$ cat config.mk
export PLATFORM = sky130hd
export DESIGN_NAME = groestl_msg_feeder
export DESIGN_NICKNAME = d
export VERILOG_FILES = /design/src/rtl/groestl_msg_feeder.sv
export SDC_FILE = /design/constraint.sdc
export NUM_CORES = 1
export LEC_CHECK = 0
export BUFFER_PORTS_ARGS = -buffer_cell sky130_fd_sc_hd__buf_2
export CORE_AREA = 3 3 118 120
export DETAILED_ROUTE_END_ITERATION = 10
export DIE_AREA = 0 0 121 123
export HOLD_SLACK_MARGIN = 0.1
export PLACE_DENSITY = 0.78
export SETUP_SLACK_MARGIN = 0.05
export SYNTH_ARGS = -nofsm -noshare
export SYNTH_HDL_FRONTEND = slang
export SYNTH_SLANG_ARGS = --single-unit
$ cat constraint.sdc
create_clock -name clk -period 2.46 [get_ports clk]
set_input_delay 0.123 -clock clk [delete_from_list [all_inputs] [get_ports clk]]
set_output_delay 0.123 -clock clk [all_outputs]
set_load 0.01 [all_outputs]
$ cat src/rtl/groestl_msg_feeder.sv
// rtl/groestl_msg_feeder.sv - Avalon-MM master feeding message words into a Groestl core and streaming out the digest
module groestl_msg_feeder #(
    parameter logic [4:0] CTRL_ADDR   = 5'h00,
    parameter logic [4:0] DATA_ADDR   = 5'h01,
    parameter logic [4:0] CLEAR_ADDR  = 5'h04,
    parameter logic [4:0] STATUS_ADDR = 5'h10,
    parameter logic [4:0] HASH_BASE   = 5'h08,
    parameter int         HASH_WORDS  = 8,
    parameter int         POLL_GAP    = 16,
    parameter int         POLL_MAX    = 1024
) (
    input  logic        clk,
    input  logic        reset,
    input  logic        s_valid,
    output logic        s_ready,
    input  logic [31:0] s_ctrl,
    input  logic [31:0] s_data,
    input  logic        s_last,
    output logic [4:0]  m_address,
    output logic [31:0] m_writedata,
    output logic [3:0]  m_byteenable,
    output logic        m_write,
    output logic        m_read,
    output logic        m_chipselect,
    input  logic [31:0] m_readdata,
    output logic        h_valid,
    input  logic        h_ready,
    output logic [31:0] h_data,
    output logic        h_last,
    output logic        busy,
    output logic        timeout_err
);

    localparam int PCW = $clog2(POLL_MAX + 1);
    localparam int GCW = (POLL_GAP > 1) ? $clog2(POLL_GAP) : 1;
    localparam logic [PCW-1:0] POLL_LIM = PCW'(POLL_MAX);
    localparam logic [GCW-1:0] GAP_LIM  = GCW'(POLL_GAP - 1);
    localparam logic [2:0]     LAST_IDX = 3'(HASH_WORDS - 1);

    typedef enum logic [3:0] {
        S_IDLE,
        S_WR_CTRL,
        S_GAP_CTRL,
        S_WR_DATA,
        S_GAP_DATA,
        S_NEXT,
        S_POLL_RD,
        S_POLL_WAIT,
        S_POLL_IDLE,
        S_CLEAR,
        S_GAP_CLEAR,
        S_HASH_RD,
        S_HASH_WAIT,
        S_HASH_OUT
    } state_t;

    state_t         state, state_n;
    logic [31:0]    ctrl_q, ctrl_n;
    logic [31:0]    data_q, data_n;
    logic           last_q, last_n;
    logic [PCW-1:0] poll_cnt, poll_n;
    logic [GCW-1:0] gap_cnt, gap_n;
    logic [2:0]     idx, idx_n;
    logic           s_ready_n;
    logic           m_write_n, m_read_n;
    logic [4:0]     m_address_n;
    logic [31:0]    m_writedata_n;
    logic           h_valid_n, h_last_n;
    logic [31:0]    h_data_n;
    logic           timeout_n;
    logic           take;

    assign take         = s_valid & s_ready;
    assign m_byteenable = 4'b1111;
    assign busy         = (state != S_IDLE);

    // Next-state and next-output decode; bus strobes are derived from the state being entered
    always_comb begin
        state_n       = state;
        ctrl_n        = ctrl_q;
        data_n        = data_q;
        last_n        = last_q;
        poll_n        = poll_cnt;
        gap_n         = gap_cnt;
        idx_n         = idx;
        h_valid_n     = h_valid;
        h_data_n      = h_data;
        h_last_n      = h_last;
        timeout_n     = timeout_err;
        s_ready_n     = 1'b0;
        m_write_n     = 1'b0;
        m_read_n      = 1'b0;
        m_address_n   = 5'h00;
        m_writedata_n = 32'h0;

        case (state)
            S_IDLE, S_NEXT: begin
                if (take) begin
                    state_n = S_WR_CTRL;
                    ctrl_n  = s_ctrl;
                    data_n  = s_data;
                    last_n  = s_last;
                    if (state == S_IDLE) begin
                        timeout_n = 1'b0;
                    end
                end
            end
            S_WR_CTRL:  state_n = S_GAP_CTRL;
            S_GAP_CTRL: state_n = S_WR_DATA;
            S_WR_DATA:  state_n = S_GAP_DATA;
            S_GAP_DATA: begin
                if (last_q) begin
                    state_n = S_POLL_RD;
                    poll_n  = PCW'(1);
                end else begin
                    state_n = S_NEXT;
                end
            end
            S_POLL_RD:  state_n = S_POLL_WAIT;
            S_POLL_WAIT: begin
                gap_n = '0;
                if (m_readdata[0]) begin
                    state_n = S_CLEAR;
                end else if (poll_cnt == POLL_LIM) begin
                    state_n   = S_IDLE;
                    timeout_n = 1'b1;
                end else begin
                    state_n = S_POLL_IDLE;
                end
            end
            S_POLL_IDLE: begin
                if (gap_cnt == GAP_LIM) begin
                    state_n = S_POLL_RD;
                    poll_n  = poll_cnt + 1'b1;
                end else begin
                    gap_n = gap_cnt + 1'b1;
                end
            end
            S_CLEAR:     state_n = S_GAP_CLEAR;
            S_GAP_CLEAR: begin
                idx_n   = 3'd0;
                state_n = S_HASH_RD;
            end
            S_HASH_RD:   state_n = S_HASH_WAIT;
            S_HASH_WAIT: begin
                h_valid_n = 1'b1;
                h_data_n  = m_readdata;
                h_last_n  = (idx == LAST_IDX);
                state_n   = S_HASH_OUT;
            end
            S_HASH_OUT: begin
                if (h_ready) begin
                    h_valid_n = 1'b0;
                    if (idx == LAST_IDX) begin
                        state_n = S_IDLE;
                    end else begin
                        idx_n   = idx + 1'b1;
                        state_n = S_HASH_RD;
                    end
                end
            end
            default: state_n = S_IDLE;
        endcase

        case (state_n)
            S_WR_CTRL: begin
                m_write_n     = 1'b1;
                m_address_n   = CTRL_ADDR;
                m_writedata_n = ctrl_n;
            end
            S_WR_DATA: begin
                m_write_n     = 1'b1;
                m_address_n   = DATA_ADDR;
                m_writedata_n = data_q;
            end
            S_CLEAR: begin
                m_write_n   = 1'b1;
                m_address_n = CLEAR_ADDR;
            end
            S_POLL_RD: begin
                m_read_n    = 1'b1;
                m_address_n = STATUS_ADDR;
            end
            S_HASH_RD: begin
                m_read_n    = 1'b1;
                m_address_n = HASH_BASE + {2'b00, idx_n};
            end
            S_IDLE, S_NEXT: s_ready_n = 1'b1;
            default: ;
        endcase
    end

    // State, datapath and registered outputs; reset aborts any transaction in flight
    always_ff @(posedge clk) begin
        if (reset) begin
            state        <= S_IDLE;
            ctrl_q       <= 32'h0;
            data_q       <= 32'h0;
            last_q       <= 1'b0;
            poll_cnt     <= '0;
            gap_cnt      <= '0;
            idx          <= 3'd0;
            s_ready      <= 1'b0;
            m_write      <= 1'b0;
            m_read       <= 1'b0;
            m_chipselect <= 1'b0;
            m_address    <= 5'h00;
            m_writedata  <= 32'h0;
            h_valid      <= 1'b0;
            h_data       <= 32'h0;
            h_last       <= 1'b0;
            timeout_err  <= 1'b0;
        end else begin
            state        <= state_n;
            ctrl_q       <= ctrl_n;
            data_q       <= data_n;
            last_q       <= last_n;
            poll_cnt     <= poll_n;
            gap_cnt      <= gap_n;
            idx          <= idx_n;
            s_ready      <= s_ready_n;
            m_write      <= m_write_n;
            m_read       <= m_read_n;
            m_chipselect <= m_write_n | m_read_n;
            m_address    <= m_address_n;
            m_writedata  <= m_writedata_n;
            h_valid      <= h_valid_n;
            h_data       <= h_data_n;
            h_last       <= h_last_n;
            timeout_err  <= timeout_n;
        end
    end

endmodule

== After elaboration in Yosys (flattened, before gate mapping) ==
Cells that the tools add are included.

* Flip-flop bits (word level): 163
* Word-level logic and storage cells: 99

* Add/subtract/negate cells: 4
* Equal/unequal tests: 30
* Mux-type cells: 30
* Bitwise gates (word level): 2
* Reduce and logical (&&, ||, !) cells: 16

{| class="wikitable"
|+ Operators with widths
! operator !! number
|-
| two-way mux 32 bit || 2
|-
| case mux 32 bit (2 select lines) || 1
|-
| case mux 4 bit (13 select lines) || 1
|-
| == test 4 bit (second input constant) || 9
|-
| two-way mux 4 bit || 7
|-
| == test 4 x 3 -> 1 bit (second input constant) || 6
|-
| two-way mux 11 bit || 2
|-
| case mux 11 bit (2 select lines) || 1
|-
| case mux 5 bit (4 select lines) || 1
|-
| inequality test 2 bit (second input constant) || 8
|-
| == test 4 x 2 -> 1 bit (second input constant) || 3
|-
| adder 11 x 1 -> 11 bit (second input constant) || 1
|-
| == test 11 bit (second input constant) || 1
|-
| == test 4 x 1 -> 1 bit (second input constant) || 2
|-
| zero test 4 bit || 2
|-
| two-way mux 1 bit || 8
|-
| case mux 4 bit (2 select lines) || 1
|-
| nonzero test 2 bit || 4
|-
| two-way mux 3 bit || 2
|-
| case mux 3 bit (2 select lines) || 1
|-
| AND reduction 2 bit || 3
|-
| OR reduction 2 bit || 3
|-
| adder 4 x 3 -> 5 bit (first input constant) || 1
|-
| AND reduction 5 bit || 1
|-
| 10 further kinds || 11
|}

== Logic depth before layout (Yosys ltp) ==
Gate-level depths: netlist of the first run.

* Word-level depth: 8
* Gate-level depth with buffers: 9
* Mapped depth without buffers: 7

== Worst setup path before layout of the first run ==
OpenSTA, ideal clock, no wires.

* Path kind: register to register
* From: register gap_cnt[0]
* To: register m_writedata[10]
* Setup time: 0.114 ns
* Arrival: 1.745 ns
* Required time: 2.346 ns
* Slack: 0.601 ns
* Cell stages (with the launch flop): 8
* Buffers on the path: 1
* Period minus slack after synthesis: 1.859 ns
* Cells stage by stage: dfxtp_1 > ha_1 > and3_1 > a22oi_2 > nand3_2 > nand2_2 > buf_6 > a2bb2o_4

* Cells in the longest elaborated chain, start to end: 5
* Elaborated cells between the ends (all ways): 6

{| class="wikitable"
|+ Ends and longest elaborated chain
! element !! RTL line !! source
|-
| start: declaration || 62 || <nowiki>logic [GCW-1:0] gap_cnt, gap_n;</nowiki>
|-
| start signal: assignment || 219 || <nowiki>gap_cnt <= gap_n;</nowiki>
|-
| == test 4 bit * || 132 || <nowiki>if (gap_cnt == GAP_LIM) begin</nowiki>
|-
| two-way mux 4 bit * || 132 ||
|-
| case mux 4 bit (13 select lines) * || 96 || <nowiki>case (state)</nowiki>
|-
| == test 4 x 2 -> 1 bit or == test 4 x 1 -> 1 bit (tied branches) || 165 || <nowiki>case (state_n)</nowiki>
|-
| case mux 32 bit (2 select lines) * || 165 ||
|-
| end signal: assignment || 226 || <nowiki>m_writedata <= m_writedata_n;</nowiki>
|-
| end: declaration || 20 || <nowiki>output logic [31:0] m_writedata,</nowiki>
|}

Every way passes the cells marked *; elsewhere a longest branch is shown, timed or not.
A chain may end at the register's enable or synchronous reset.

== Worst setup path in the final report of the first run ==
* From: register state[0]
* To: register m_writedata[7]

* Cells in the longest elaborated chain, start to end: 5
* Elaborated cells between the ends (all ways): 23

{| class="wikitable"
|+ Ends and longest elaborated chain
! element !! RTL line !! source
|-
| start: declaration || 57 || <nowiki>state_t state, state_n;</nowiki>
|-
| start signal: assignment || 214 || <nowiki>state <= state_n;</nowiki>
|-
| == test 4 x 3 -> 1 bit or zero test 4 bit (tied branches) || 96 ||
|-
| OR reduction 2 bit || 96 ||
|-
| case mux 4 bit (13 select lines) || 96 ||
|-
| == test 4 x 2 -> 1 bit or == test 4 x 1 -> 1 bit (tied branches) || 165 ||
|-
| case mux 32 bit (2 select lines) * || 165 ||
|}

Marked as above.

==> results.md, run 1 <==
* Status: finished clean
* Async set-reset flop share out of synthesis at 0
* Hold Crit Endpoint: m_address[3]
* Endpoint kind of the worst setup timing path: flop
* Buffer type at the clock tree root: sky130_fd_sc_hd__clkbuf_16
* Total of cells resized after clock tree synthesis at 0
* Detailed-route wire length at about 19000 um
* Maximum net fanout on the critical path at 38
* Synth cell types at 55
* Proportion of synthesized chip area in sequential cells at 0.489
* Via/cell ratio at ~5.3
* Number of violations reported at the end of detailed-routing iteration 0 at roughly 650
* Number of cell rows at between 40 and 50
* Floorplan core area at about 13000 um^2
* Global Route Usage Sum at 0.249
* Clock input transition at the sequential cells of the worst setup and hold paths at 60 ps
* Number of cells traversed by the worst hold path at 3
* Slew margin rel. at 0.543
* Slew of the pin with the lowest slew margin at slightly below 700 ps
* PwrDens at 826 nW/um^2
* CTS tree: yes
* Largest clock skew in the final design at about 13 ps
* Class of the most critical setup path: reg2reg
* Most used flip-flop cell after synthesis: sky130_fd_sc_hd__dfxtp_1
* Number of synthesized register bits at between 150 and 200
* Via count of the first global-routing pass at ~6.2k
* Peak ir drop on the vdd network at slightly below 900 uV
* Endpoint of the worst-slack reg-to-reg timing path: m_writedata[7]
* Final critical delay including setup and external delays at around 2300 ps
* Fraction of final layout cells sized beyond drive strength 1 at 0.266
* Maximum achievable frequency at ~440 MHz
* Total DRC errors in the routed layout at 0
* Post-layout instance area at 9210 um^2
* CTS buffer count at 17
* Remaining global-route overflow at 0
* Wire length of the first global-routing pass at approximately 30000 um
* Initial core utilization at 0.510
* Post-CTS setup buffer count at 0
* Number of detailed-route iterations in the first pass at 5
* Type of the most critical hold path: in2reg
* Post-placement cell count at 1054
* Clk Latency, worst-skew pair at between 400 and 500 ps
* Boundary pin count at 182
* Syn Inst Count at 741
* Non-filler instance count after layout at 1183
* Number of fill cells at around 950
* Number of vias after detailed routing at around 6.3k
* Setup repair after global routing missed its margin: no
* Synth Area per Inst at between 9 and 10 um^2
* Gp weighted congestion at approximately 0.84
* Max Transition Viols Final at 0
* Die width at between 100 and 150 um
* Largest buffer count on any clock path at 2
* Fin. Hold Viols at 0
* Final worst-path cycle share at 0.919
* Vert. Die Dim at 123 um
* Final setup fails at 0
* Post-synth EDFFs at 0
* Worst reg-to-reg setup slack at a little under 200 ps
* Arrival time at the worst endpoint at ~2600 ps
* Remaining antenna violation count at 0
* Clock Sinks at ~160
* Worst EP required at around 2800 ps
* Number of diodes at 0
* Count of maximum capacitance violations at 0
* Total negative setup slack at 0 ps
* Area Growth Syn to Fin at 38.1%
* R2r worst-path depth at 6
* Worst setup SP type: flop
* Critical Path Source: state[0]
* Total of warnings raised by yosys at 0
* Critical R2R Launch: state[0]
* Mapped cell area at 6670 um^2
* Number of nets in the finished design at around 1.1k
* Die footprint at roughly 15000 um^2
* CTS H-tree lvls at 4
* Pin count of the biggest net entering global routing at between 100 and 150
* Leakage Power at ~3.7 nW
* Min-delay src: reset
* Cell area after placement at roughly 7700 um^2
* Initial antenna violation count at 1
* Average routed wire per standard cell at about 16 um
* Port buffer count at 177
* Half-perimeter wire length after placement at roughly 11000 um
synth_stat cells (all sizes together) (2+ instances only):
master | count | area [um^2]
nand2 | 215 | 815
dfxtp | 163 | 3260
a21oi | 107 | 536
buf | 38 | 284
o2111ai | 32 | 280
nor2 | 29 | 111
clkbuf | 28 | 105
a2bb2o | 25 | 450
nand3 | 12 | 70.1
xnor2 | 10 | 87.6
inv | 7 | 26.3
nor3 | 7 | 45.0
o2bb2ai | 7 | 61.3
o21ai | 6 | 30.0
nor4b | 5 | 71.3
a31oi | 4 | 25.0
and3 | 4 | 25.0
ha | 4 | 50.1
nand4 | 4 | 37.5
nor4 | 4 | 31.3
or3 | 3 | 18.8
a211oi | 2 | 15.0
a221oi | 2 | 41.3
a41o | 2 | 20.0
and4b | 2 | 20.0
nand2b | 2 | 12.5
nor2b | 2 | 12.5
flip-flops by register name (all words and copies together) (netlist names), 3 cells and up:
name and count:
gap_cnt 4, state 4, poll_cnt 11, m_address 5, idx 3, ctrl_q 32, m_writedata 32, h_data 32
data_q 32
metal layers:
| layer | vias to the layer above | global-route usage | wire length [um] |
|---|---|---|---|
| met1 | 2937 | 0.298 | 7580 |
| met4 | 2 | 0.0807 | 293 |
| met5 | - | 0 | 13 |
| met3 | 37 | 0.0695 | 1350 |
| li1 | 3074 | - | - |
| met2 | 238 | 0.434 | 9290 |
power breakdown:
part / switching, mW / total [mW] / internal (mW)
clock network: 1.04 / 2.50 / 1.46
logic: 1.16 / 2.16 / 1.00
registers: 0.132 / 2.95 / 2.81
metrics by stage:
| step | power (mW) | hold WS, ps | utilization | worst slack, ps |
|---|---|---|---|---|
| 2_1_floorplan | 4.49 | 259 | - | 601 |
| 3_3_place_gp | 4.99 | 363 | 0.587 | 320 |
| 3_5_place_dp | 5.02 | 369 | 0.587 | 260 |
| 4_1_cts | 7.62 | 243 | 0.704 | 221 |
| 5_1_grt | 7.92 | 277 | 0.704 | 63.9 |
| 6_report | 7.61 | 249 | 0.704 | 199 |
worst max-delay path by stage:
stage / end / slack (ps) / cells past startpoint
final: m_writedata[7] / 200 / 6
after global routing: m_writedata[7] / 60 / 6
after CTS: m_writedata[7] / 220 / 6
after detailed placement: m_writedata[10] / 260 / 6
after global placement: data_q[11] / 320 / 6
after floorplan: m_writedata[10] / 600 / 7
cell families after synthesis:
kind of cell             Yosys count  share of synthesized area
buffers and inverters             73                     0.0623
adder cells (fa/ha/maj)            4                    0.00750
AO/OA/AOI/OAI                    195                      0.229
other                              1                   0.000562
AND/OR/NAND/NOR                  293                      0.195
XOR/XNOR                          11                     0.0144
flip-flops                       163                      0.489
multiplexers                       1                    0.00150
critical path, stage by stage, from the launching register on:
cell and delay (ps):
sky130_fd_sc_hd__dfxtp_1 760, sky130_fd_sc_hd__xnor2_1 260, sky130_fd_sc_hd__and4_4 440, sky130_fd_sc_hd__buf_12 250
sky130_fd_sc_hd__nand2_1 90, sky130_fd_sc_hd__a21oi_1 230, sky130_fd_sc_hd__a2bb2o_4 160
area by class of cell:
type / instances / area, um^2 / share of cell area
Tap cell: 176 / 220 / 0.0239
Sequential cell: 163 / 3260 / 0.354
Timing Repair Buffer: 298 / 2130 / 0.231
Multi-Input combinational cell: 508 / 3020 / 0.328
Inverter: 7 / 26.3 / 0.00285
Clock inverter: 9 / 78.8 / 0.00856
Clock buffer: 22 / 474 / 0.0515
cells in the final DEF, fill, tap and decap left out, types with 17 or more instances in the layout:
cell type / count
sky130_fd_sc_hd__buf_4: 17
sky130_fd_sc_hd__a2bb2o_4: 20
sky130_fd_sc_hd__buf_2: 176
sky130_fd_sc_hd__dfxtp_1: 163
sky130_fd_sc_hd__a21oi_1: 107
sky130_fd_sc_hd__nand2_1: 212
sky130_fd_sc_hd__o2111ai_1: 32
sky130_fd_sc_hd__clkbuf_16: 17
sky130_fd_sc_hd__dlygate4sd3_1: 98
sky130_fd_sc_hd__nor2_1: 28
timing repair:
item | 4_1_cts | 5_1_grt
endpoints found under the setup margin | 0 | 0
hold buffers | 98 | 0
endpoints found under the hold margin | 106 | 0
(Power assumes the default switching activity.)
==> run 2: changes to the inputs <==
--- a/config.mk
+++ b/config.mk
@@ -11,7 +11,7 @@
 export DIE_AREA = 0 0 121 123
 export HOLD_SLACK_MARGIN = 0.1
 export PLACE_DENSITY = 0.78
-export SETUP_SLACK_MARGIN = 0.05
+export SETUP_SLACK_MARGIN = 0.2
 export SYNTH_ARGS = -nofsm -noshare
 export SYNTH_HDL_FRONTEND = slang
 export SYNTH_SLANG_ARGS = --single-unit
==> run 2 against run 1 <==
Against the previous run:
- via count is 0.13% higher
- worst setup slack gained 160 ps
- sequential cell count stayed put
- fmax grew 7.7%
- register-to-register slack better by 160 ps
- highest routed layer unchanged
==> results.md, run 2 (same netlist as run 1, synthesis figures left out) <==
* Count of maximum capacitance violations at 0 (unchanged)
* Fin. Hold Viols at 0 (unchanged)
* Switching share of power at 0.307 (+0.000568)
* Area Growth Syn to Fin at 38.2% (about the same)
* Half-perimeter wire length after placement at 10600 um (unchanged)
* Endpoint kind of the worst setup timing path: flop
* Most frequent standard cell in the layout excluding fill and tap cells: sky130_fd_sc_hd__nand2_1
* Clock Sinks at 163 (unchanged)
* Net Switching at 2.34 mW (+0.28%)
* Clk Latency, worst-skew pair at 430 ps (about the same)
* Slew margin rel. at 0.653 (+0.110)
* Highest-count cells in the layout ignoring fill and taps: sky130_fd_sc_hd__nand2_1 (212), sky130_fd_sc_hd__buf_2 (176), sky130_fd_sc_hd__dfxtp_1 (162)
* Total DRC errors in the routed layout at 0 (unchanged)
* Final setup fails at 0 (unchanged)
* Non-filler instance count after layout at 1184 (+0.085%)
* Floorplan core area at 13100 um^2 (unchanged)
* Largest clock skew in the final design at 9.96 ps (-2.78 ps)
* Largest buffer count on any clock path at 2 (unchanged)
* Arrival time at the worst endpoint at 2410 ps (-230 ps)
* Leakage Power at 3.70 nW (+0.16%)
* Maximum net fanout on the critical path at 15 (-61%)
* Gp weighted congestion at 0.841 (unchanged)
* Fraction of final layout cells sized beyond drive strength 1 at 0.268 (+0.00172)
* Number of diodes at 0 (unchanged)
* Worst setup SP type: flop
* Overall power at 7.61 mW (about the same)
* Max Transition Viols Final at 0 (unchanged)
* Via/cell ratio at 5.32 (about the same)
* CTS buffer count at 17 (unchanged)
* Port buffer count at 177 (unchanged)
* Int Power at 5.28 mW (about the same)
* Pin count of the biggest net entering global routing at 116 (unchanged)
* Post-placement cell count at 1054 (unchanged)
* Number of detailed-route iterations in the first pass at 5 (unchanged)
* Total negative setup slack at 0 ps (unchanged)
* PwrDens at 826 nW/um^2 (about the same)
* Final core utilization at 0.705 (about the same)
* Final worst-path cycle share at 0.853 (-0.0660)
* Setup repair after global routing missed its margin: no
* Slew of the pin with the lowest slew margin at 521 ps (-164 ps)
* Initial antenna violation count at 1 (unchanged)
* Average routed wire per standard cell at 15.7 um (+0.33%)
* Status: finished clean
* Proportion of power drawn by the clock network at 0.328 (about the same)
* Relative contribution of combinational cells to total power at 0.285 (about the same)
* Detailed-route wire length at 18600 um (+0.41%)
* Die footprint at 14900 um^2 (unchanged)
* Final critical delay including setup and external delays at 2100 ps (-162 ps)
* Vert. Die Dim at 123 um (unchanged)
* Class of the most critical setup path: reg2reg
* Peak ir drop on the vdd network at 899 uV (+1.1%)
* CTS H-tree lvls at 4 (unchanged)
* Number of vias after detailed routing at 6296 (+0.13%)
* Type of the most critical hold path: in2reg
* Buffer type at the clock tree root: sky130_fd_sc_hd__clkbuf_16
* Die width at 121 um (unchanged)
* Initial core utilization at 0.510 (unchanged)
* Global Route Usage Sum at 0.249 (unchanged)
* Number of nets in the finished design at 1101 (+0.091%)
* Via count of the first global-routing pass at 6237 (unchanged)
* Worst EP required at 2770 ps (-60 ps)
* Sequential group share of total power at 0.387 (about the same)
* CTS tree: yes
* Number of violations reported at the end of detailed-routing iteration 0 at 621 (-4.6%)
* Maximum achievable frequency at 476 MHz (+7.7%)
* Wire length of the first global-routing pass at 29900 um (unchanged)
* Number of cell rows at 42 (unchanged)
* Clock input transition at the sequential cells of the worst setup and hold paths at 60 ps (about the same)
* Boundary pin count at 182 (unchanged)
* Remaining global-route overflow at 0 (unchanged)
* Remaining antenna violation count at 0 (unchanged)
==> run 2: cell count changes in the layout (fill, tap and decap cells not counted) <==
cell,delta
sky130_fd_sc_hd__dfxtp_2,+1
sky130_fd_sc_hd__dfxtp_1,-1
sky130_fd_sc_hd__buf_4,+1
==> run 2: worst paths after layout <==
path / start / end / slack (ps) / cells after the start
min reg2reg: h_data[18] / h_data[18] / 450 / 2
min: reset / m_address[3] / 260 / 3
max: state[2] / poll_cnt[10] / 360 / 7
max reg2reg: state[2] / poll_cnt[10] / 360 / 7
==> run 2: cell type report <==
type,instances,area (um^2)
well taps,176,220
clock inverters,9,78.8
inverters,7,26.3
repair buffers,299,2140
multi-input cells,508,3020
flip-flops and latches,163,3260
fillers,946,3860
clock buffers,22,474
==> run 2: routing by layer <==
layer	global-route usage	wire, um
met5	0	13
met4	0.0807	297
met3	0.0695	1360
met2	0.434	9350
met1	0.298	7580
==> run 2: critical path, stage by stage (launching register included) <==
cell and delay (ps):
sky130_fd_sc_hd__dfxtp_1 570, sky130_fd_sc_hd__buf_4 230, sky130_fd_sc_hd__nor4b_2 270, sky130_fd_sc_hd__a22oi_2 150
sky130_fd_sc_hd__buf_4 220, sky130_fd_sc_hd__nor4_1 320, sky130_fd_sc_hd__xnor2_1 170, sky130_fd_sc_hd__nor2_1 50
==> run 2: what timing repair did <==
| item | in CTS | in global routing |
|---|---|---|
| gates resized for setup | 0 | 1 |
| endpoints found under the setup margin | 0 | 39 |
| hold buffers | 98 | 0 |
| hold endpoints to repair | 106 | 0 |
| setup buffers | 0 | 1 |
==> run 2: stage by stage <==
step                setup WS, ps  cell area [um^2]  hold slack [ps]
finish                       361              9220              257
global route                 197              9220              277
CTS                          221              9210              243
detailed placement           260              7680              369
global placement             320              7680              363
floorplan                    601              6680              259
==> run 2: power groups by stage <==
stage	registers (mW)	logic [mW]	clock network, mW
final	2.95	2.17	2.50
after global routing	2.97	2.31	2.65
after CTS	2.94	2.15	2.53
after detailed placement	3.00	2.02	0
after global placement	2.99	2.00	0
after floorplan	2.94	1.55	0
